--- src/rtl/bus_pkg.sv ---
// Shared definitions for the registered datapath bus gate/arbiter.
// Contents:
//   bus_state_t       - arbiter state encoding (IDLE, DRIVE, FAULT)
//   SEL_BINARY/ONEHOT - values of the SEL_MODE parameter
//   src_slice()       - extracts source k from a flattened source vector
package bus_pkg;

   typedef enum logic [1:0] {
      IDLE  = 2'd0,
      DRIVE = 2'd1,
      FAULT = 2'd2
   } bus_state_t;

   localparam int SEL_BINARY = 0;
   localparam int SEL_ONEHOT = 1;

   // Upper bounds for the generic slice helper; callers zero-extend into
   // this container and keep only the low WIDTH bits of the result.
   localparam int SRC_MAX_WIDTH = 64;
   localparam int SRC_MAX_NSRC  = 16;

   // Source k lives at bits [k*width +: width] of the flattened vector.
   function automatic logic [SRC_MAX_WIDTH-1:0] src_slice(
      input logic [SRC_MAX_NSRC*SRC_MAX_WIDTH-1:0] din,
      input int unsigned                           k,
      input int unsigned                           width
   );
      logic [SRC_MAX_NSRC*SRC_MAX_WIDTH-1:0] shifted;
      shifted = din >> (k * width);
      return shifted[SRC_MAX_WIDTH-1:0];
   endfunction

endpackage

--- src/rtl/bus_gate_arbiter_onehot_decode.sv ---
// One-hot Gate decoder: counts the asserted Gate bits and reports the
// position of the set bit.
// Ports:
//   Gate  in  NSRC          drive enables
//   idx   out $clog2(NSRC)  position of a set bit (meaningful when any && !multi)
//   any   out 1             at least one Gate bit set
//   multi out 1             more than one Gate bit set (bus conflict)
module onehot_decode
   import bus_pkg::*;
#(
   parameter int NSRC = 4
) (
   input  logic [NSRC-1:0]         Gate,
   output logic [$clog2(NSRC)-1:0] idx,
   output logic                    any,
   output logic                    multi
);

   localparam int IW = $clog2(NSRC);
   localparam int CW = $clog2(NSRC + 1);

   logic [CW-1:0] cnt_s;
   logic [IW-1:0] idx_s;

   // Popcount of Gate plus the index of the highest set bit.
   always_comb begin
      cnt_s = '0;
      idx_s = '0;
      for (int i = 0; i < NSRC; i++) begin
         if (Gate[i]) begin
            cnt_s = cnt_s + CW'(1);
            idx_s = IW'(i);
         end else begin
            cnt_s = cnt_s;
         end
      end
   end

   assign idx   = idx_s;
   assign any   = (cnt_s != '0);
   assign multi = (cnt_s > CW'(1));

endmodule

--- src/rtl/bus_gate_arbiter.sv ---
// Registered bus gate/arbiter: places one of NSRC sources onto the shared
// datapath bus one cycle after it is requested, and traps multi-drive
// conflicts in a FAULT state until software clears them.
// Ports:
//   Clk, Reset_n    clock (rising edge), async active-low reset
//   Din             flattened sources, source k at [k*WIDTH +: WIDTH]
//   Gate            one-hot drive enables (SEL_MODE=1)
//   sel, sel_valid  binary source select (SEL_MODE=0)
//   err_clr         leaves FAULT on the edge it is sampled high
//   Dout            registered bus value
//   Dout_valid      Dout was driven by a source on the previous cycle
//   src_id          source that produced Dout
//   conflict        single-cycle multi-drive indication
//   fault           high while in FAULT
module bus_gate_arbiter
   import bus_pkg::*;
#(
   parameter int WIDTH     = 16,
   parameter int NSRC      = 4,
   parameter int SEL_MODE  = 1,
   parameter int HOLD_LAST = 1
) (
   input  logic                    Clk,
   input  logic                    Reset_n,
   input  logic [NSRC*WIDTH-1:0]   Din,
   input  logic [NSRC-1:0]         Gate,
   input  logic [$clog2(NSRC)-1:0] sel,
   input  logic                    sel_valid,
   input  logic                    err_clr,
   output logic [WIDTH-1:0]        Dout,
   output logic                    Dout_valid,
   output logic [$clog2(NSRC)-1:0] src_id,
   output logic                    conflict,
   output logic                    fault
);

   localparam int IW = $clog2(NSRC);

   bus_state_t state_r, state_nxt_s;
   logic [WIDTH-1:0] dout_r, dout_nxt_s;
   logic             valid_r, valid_nxt_s;
   logic [IW-1:0]    src_r, src_nxt_s;
   logic             conflict_r, conflict_nxt_s;
   logic             fault_r;

   logic [IW-1:0]    oh_idx_s;
   logic             oh_any_s, oh_multi_s;
   logic             bin_req_s;
   logic             req_s, multi_s;
   logic [IW-1:0]    idx_s;

   logic [SRC_MAX_NSRC*SRC_MAX_WIDTH-1:0] din_ext_s;
   logic [SRC_MAX_WIDTH-1:0]              slice_s;
   logic                                  unused_s;

   generate
      if (SEL_MODE == SEL_ONEHOT) begin : g_onehot
         onehot_decode #(.NSRC(NSRC)) u_decode (
            .Gate  (Gate),
            .idx   (oh_idx_s),
            .any   (oh_any_s),
            .multi (oh_multi_s)
         );
      end else begin : g_binary
         assign oh_idx_s   = '0;
         assign oh_any_s   = 1'b0;
         assign oh_multi_s = 1'b0;
      end
   endgenerate

   // An out-of-range binary select is treated as no request at all.
   assign bin_req_s = sel_valid && ({1'b0, sel} < (IW+1)'(NSRC));

   // Request decode for the configured select style.
   always_comb begin
      if (SEL_MODE == SEL_ONEHOT) begin
         req_s   = oh_any_s && !oh_multi_s;
         multi_s = oh_multi_s;
         idx_s   = oh_idx_s;
      end else begin
         req_s   = bin_req_s;
         multi_s = 1'b0;
         idx_s   = sel;
      end
   end

   // Zero-extend the sources into the container used by src_slice().
   always_comb begin
      din_ext_s = '0;
      din_ext_s[NSRC*WIDTH-1:0] = Din;
   end

   assign slice_s  = src_slice(din_ext_s, 32'(idx_s), WIDTH);
   assign unused_s = ^{Gate, sel, sel_valid, slice_s};

   // Next-state and next-output logic; everything lands in registers.
   always_comb begin
      state_nxt_s    = state_r;
      dout_nxt_s     = dout_r;
      valid_nxt_s    = 1'b0;
      src_nxt_s      = src_r;
      conflict_nxt_s = 1'b0;
      case (state_r)
         IDLE, DRIVE: begin
            if (multi_s) begin
               state_nxt_s    = FAULT;
               dout_nxt_s     = '0;
               conflict_nxt_s = 1'b1;
            end else if (req_s) begin
               state_nxt_s = DRIVE;
               dout_nxt_s  = slice_s[WIDTH-1:0];
               valid_nxt_s = 1'b1;
               src_nxt_s   = idx_s;
            end else begin
               state_nxt_s = IDLE;
               dout_nxt_s  = (HOLD_LAST != 0) ? dout_r : '0;
            end
         end
         FAULT: begin
            dout_nxt_s = '0;
            // Clearing wins over any request or conflict in the same cycle.
            if (err_clr) begin
               state_nxt_s = IDLE;
            end else begin
               state_nxt_s    = FAULT;
               conflict_nxt_s = multi_s;
            end
         end
         default: begin
            state_nxt_s = IDLE;
            dout_nxt_s  = '0;
         end
      endcase
   end

   // State and output registers.
   always_ff @(posedge Clk or negedge Reset_n) begin
      if (!Reset_n) begin
         state_r    <= IDLE;
         dout_r     <= '0;
         valid_r    <= 1'b0;
         src_r      <= '0;
         conflict_r <= 1'b0;
         fault_r    <= 1'b0;
      end else begin
         state_r    <= state_nxt_s;
         dout_r     <= dout_nxt_s;
         valid_r    <= valid_nxt_s;
         src_r      <= src_nxt_s;
         conflict_r <= conflict_nxt_s;
         fault_r    <= (state_nxt_s == FAULT);
      end
   end

   assign Dout       = dout_r;
   assign Dout_valid = valid_r;
   assign src_id     = src_r;
   assign conflict   = conflict_r;
   assign fault      = fault_r;

endmodule
--- config.mk ---
export PLATFORM = sky130hd
export DESIGN_NAME = bus_gate_arbiter
export DESIGN_NICKNAME = d
export VERILOG_FILES = /design/src/rtl/bus_pkg.sv /design/src/rtl/bus_gate_arbiter_onehot_decode.sv /design/src/rtl/bus_gate_arbiter.sv
export SDC_FILE = /design/constraint.sdc
export NUM_CORES = 1
export LEC_CHECK = 0
export CORE_MARGIN = 1.5
export CORE_UTILIZATION = 40
export DETAILED_ROUTE_END_ITERATION = 8
export PLACE_DENSITY = 0.77
export SYNTH_ARGS = -nofsm -noshare
export SYNTH_HDL_FRONTEND = slang
export SYNTH_SLANG_ARGS = --single-unit
--- constraint.sdc ---
create_clock -name Clk -period 1.7 [get_ports Clk]
set_input_delay 0.17 -clock Clk [delete_from_list [all_inputs] [get_ports Clk]]
set_output_delay 0.17 -clock Clk [all_outputs]
set_load 0.01 [all_outputs]
==> results by group <==
Run status
  – Result of the run: finished, final reports clean

Global route
  – Total track usage: 0.216
  – Number of antenna violations at the first check in global routing: 0
  – First-pass GRT wire length: 9090 µm
  – Number of global-route vias before repair: 1971
  – Largest net degree at the start of global routing: 25
  – Residual overflow from global routing: 0

Drt
  – Residual DRC: 0
  – Post-route antenna net violation count: 0
  – Average vias per placed instance: 5.23
  – Via total after detailed routing: 2030
  – Met3 routed wirelength: 310 µm
  – WL met1: 2420 µm
  – First-pass DRT Iterations: 4
  – Total detailed-routing wirelength: 5460 µm
  – Wire length on met2: 2640 µm
  – Highest routing layer actually used: met4
  – DRT iter0 DRCs: 96
  – Routed len/inst: 14.1 µm

Layout
  – Total number of nets in the final design: 399
  – Diodes inserted: 0
  – Synthesis-to-finish area growth: 57.7%
  – Final standard cell utilization of the core: 0.654
  – Fraction of layout cells with a size suffix above 1: 0.171
  – Final cell count without fillers: 388

Floorplan
  – Die Footprint: 5320 µm²
  – Die width: 73.0 µm
  – Core outline area: 4720 µm²
  – Starting density of the core: 0.415
  – Die boundary height: 73.0 µm
  – Total I/O pin count: 95
  – Site row count: 25

STA
  – Relative slew slack: 0.771
  – Slew of the pin with the lowest slew margin: 344 ps
  – Fin. Hold Viols: 0
  – Finish-stage setup viols: 0
  – Fraction of the cycle the final worst path needs: 0.927
  – Post-layout min period: 1580 ps
  – Setup repair after global routing missed its margin: false
  – Worst clock skew: 6.61 ps
  – Max Fclk: 634 MHz
  – Final worst setup slack: 124 ps
  – Max-slew violation count: 0
  – Final hold slack: 250 ps

CTS
  – Buffer depth of the longest clock path: 2
  – Clock input transition at the sequential cells of the worst setup and hold paths: 90 ps
  – H-tree Lvls: 1
  – Clock buffer count from CTS: 3
  – Root Buffer Master: clkbuf_8
  – Clk sinks: 23
  – CTS tree: built
  – Clock latency on the worst-skew pair: 270 ps

Power and ir drop
  – Part of the power in combinational logic: 0.490
  – Clock network power share: 0.169
  – Net switching fraction of the power: 0.336
  – Sequential fraction of design power: 0.341
  – Switching power of the nets: 0.711 mW
  – Total power: 2.12 mW
  – Pwr Density: 686 nW/µm²
  – Leak pwr: 1.37 nW
  – Largest vdd supply drop: 0.341 mV
  – Design internal power: 1.41 mW

Placed design
  – Detailed-placement wirelength estimate: 4000 µm
  – Quantity of I/O buffers inserted on ports: 91
  – Post-placement setup slack: -624 ps
  – Instance count after placement with tap cells included: 383
  – RePlAce Congestion: 0.757

Run
  – Number of violations of the max-capacitance limit: 0

Yosys
  – Post-synthesis async set-or-reset flop share: 1.00
  – Ys flop type: dfrtp_1
  – Post-synthesis sequential area ratio: 0.294
  – Synth top area cells: dfrtp_1 (29%), mux2_2 (9.2%), mux2i_1 (8.2%)
  – Post-synthesis cell type count: 34
  – Count of state elements after synthesis: 23
  – Syn_area_per_cell: 8.63 µm²
  – Post-synth design cell area: 1960 µm²
  – Count of synthesis-stage warnings from yosys: 0
  – Number of nets produced by synthesis: 304
  – Cell count after synthesis: 227
  – Share of Yosys cell area claimed by the top area cell type: 0.294
  – Leading area contributor after synthesis: dfrtp_1
  – Count of flip-flops with a built-in enable after synthesis: 0

Setup path
  – Arrival time at the worst endpoint: 1750 ps
  – Data required, critical path: 1870 ps
  – Worst Path Max Fanout: 11
  – Category of the worst setup path capture point: flip-flop
  – Type of the worst setup path: input port to flip-flop
  – Critical Path Start Type: input port

Worst hold path
  – Hold WC Path Type: input port to asynchronous set/reset pin
-- sequential cells by signal (all words and copies together) (netlist names) --
signal      cells
Dout           16
src_id          2
state_r         2
Dout_valid      1
conflict        1
fault           1
-- per-layer routing --
metal  up-vias  global-route usage
met3         9              0.0235
met4         0              0.0692
met5         -                   0
met1       934               0.285
li1       1009                   -
met2        78               0.371
-- synth_stat cells (all sizes together) (3+ instances only) --
| library cell | n |
|---|---|
| clkbuf | 9 |
| nand3 | 17 |
| nand2b | 3 |
| nand2 | 33 |
| and3 | 16 |
| mux2i | 16 |
| dfrtp | 23 |
| a211oi | 17 |
| ha | 3 |
| nor2 | 23 |
| inv | 3 |
| mux2 | 16 |
| buf | 12 |
| a211o | 16 |
-- worst max-delay path: stages --
cell      delay [ps]
buf_2            130
inv_6             40
ha_4             300
xnor2_4          120
clkinv_2         100
ha_4             170
xor2_2           170
a31o_2           230
buf_6            150
o21a_1           170
-- stage by stage --
| step | instance area [µm²] | setup TNS [ps] |
|---|---|---|
| after floorplan | 2030 | -10920 |
| after global placement | 3020 | -12660 |
| after detailed placement | 3020 | -13480 |
| after global routing | 3090 | 0 |
| final | 3090 | 0 |
| after CTS | 3080 | 0 |
-- placed cells by master, fill, tap and decap left out, types with 2 or more instances in the layout --
cell and n:
nand2_1 33, buf_4 15, ha_4 2, dfrtp_1 23, a211o_1 16, a211oi_1 17, mux2_2 16, o21a_1 2
nand3_1 16, nor2_1 23, clkbuf_8 3, mux2i_1 16, nand2b_1 3, and2_1 2, buf_2 2, buf_6 4
clkdlybuf4s50_1 88, and3_1 16
-- path summary, 6_finish.rpt --
kind | cells after the start | end | from | slack (ps)
min in group Clk | 5 | src_id[0] | Gate[1] | 520
hold / removal | 2 | Dout[1] | Reset_n | 250
hold reg to reg | 1 | src_id[1] | src_id[1] | 550
setup / recovery | 10 | src_id[1] | Gate[1] | 120
max in group asynchronous | 2 | state_r[0] | Reset_n | 1200
setup reg to reg | 4 | Dout[8] | state_r[1] | 330
-- cell families after synthesis --
kind of cell | after synthesis | share of synthesized area
flip-flops | 23 | 0.294
XOR/XNOR | 3 | 0.0230
AO/OA/AOI/OAI | 44 | 0.191
multiplexers | 32 | 0.174
AND/OR/NAND/NOR | 97 | 0.231
adder cells (fa/ha/maj) | 3 | 0.0192
buffers and inverters | 25 | 0.0684
-- final cells by class --
class / instances / area, µm²
Tap cell: 67 / 83.8
Timing Repair Buffer: 111 / 1070
Sequential cell: 23 / 576
Multi-Input combinational cell: 179 / 1280
Clock buffer: 3 / 41.3
Fill cell: 423 / 1640
Clock inverter: 1 / 7.51
Inverter: 4 / 21.3
-- repair_timing --
item                       CTS  global route
pin swaps                    3             3
gates resized for setup      9             5
hold buffers                 0             0
setup endpoints to repair   23            20
buffers inserted             1             0
cloned                       0             0
-- power groups by stage --
stage / registers [mW] / logic, mW / clock network [mW]
floorplan: 0.758 / 0.536 / 0
global placement: 0.732 / 1.00 / 0
detailed placement: 0.733 / 1.02 / 0
CTS: 0.722 / 1.04 / 0.363
global route: 0.738 / 1.14 / 0.384
finish: 0.722 / 1.04 / 0.359
Note: power is estimated with default switching activity, not from simulation.
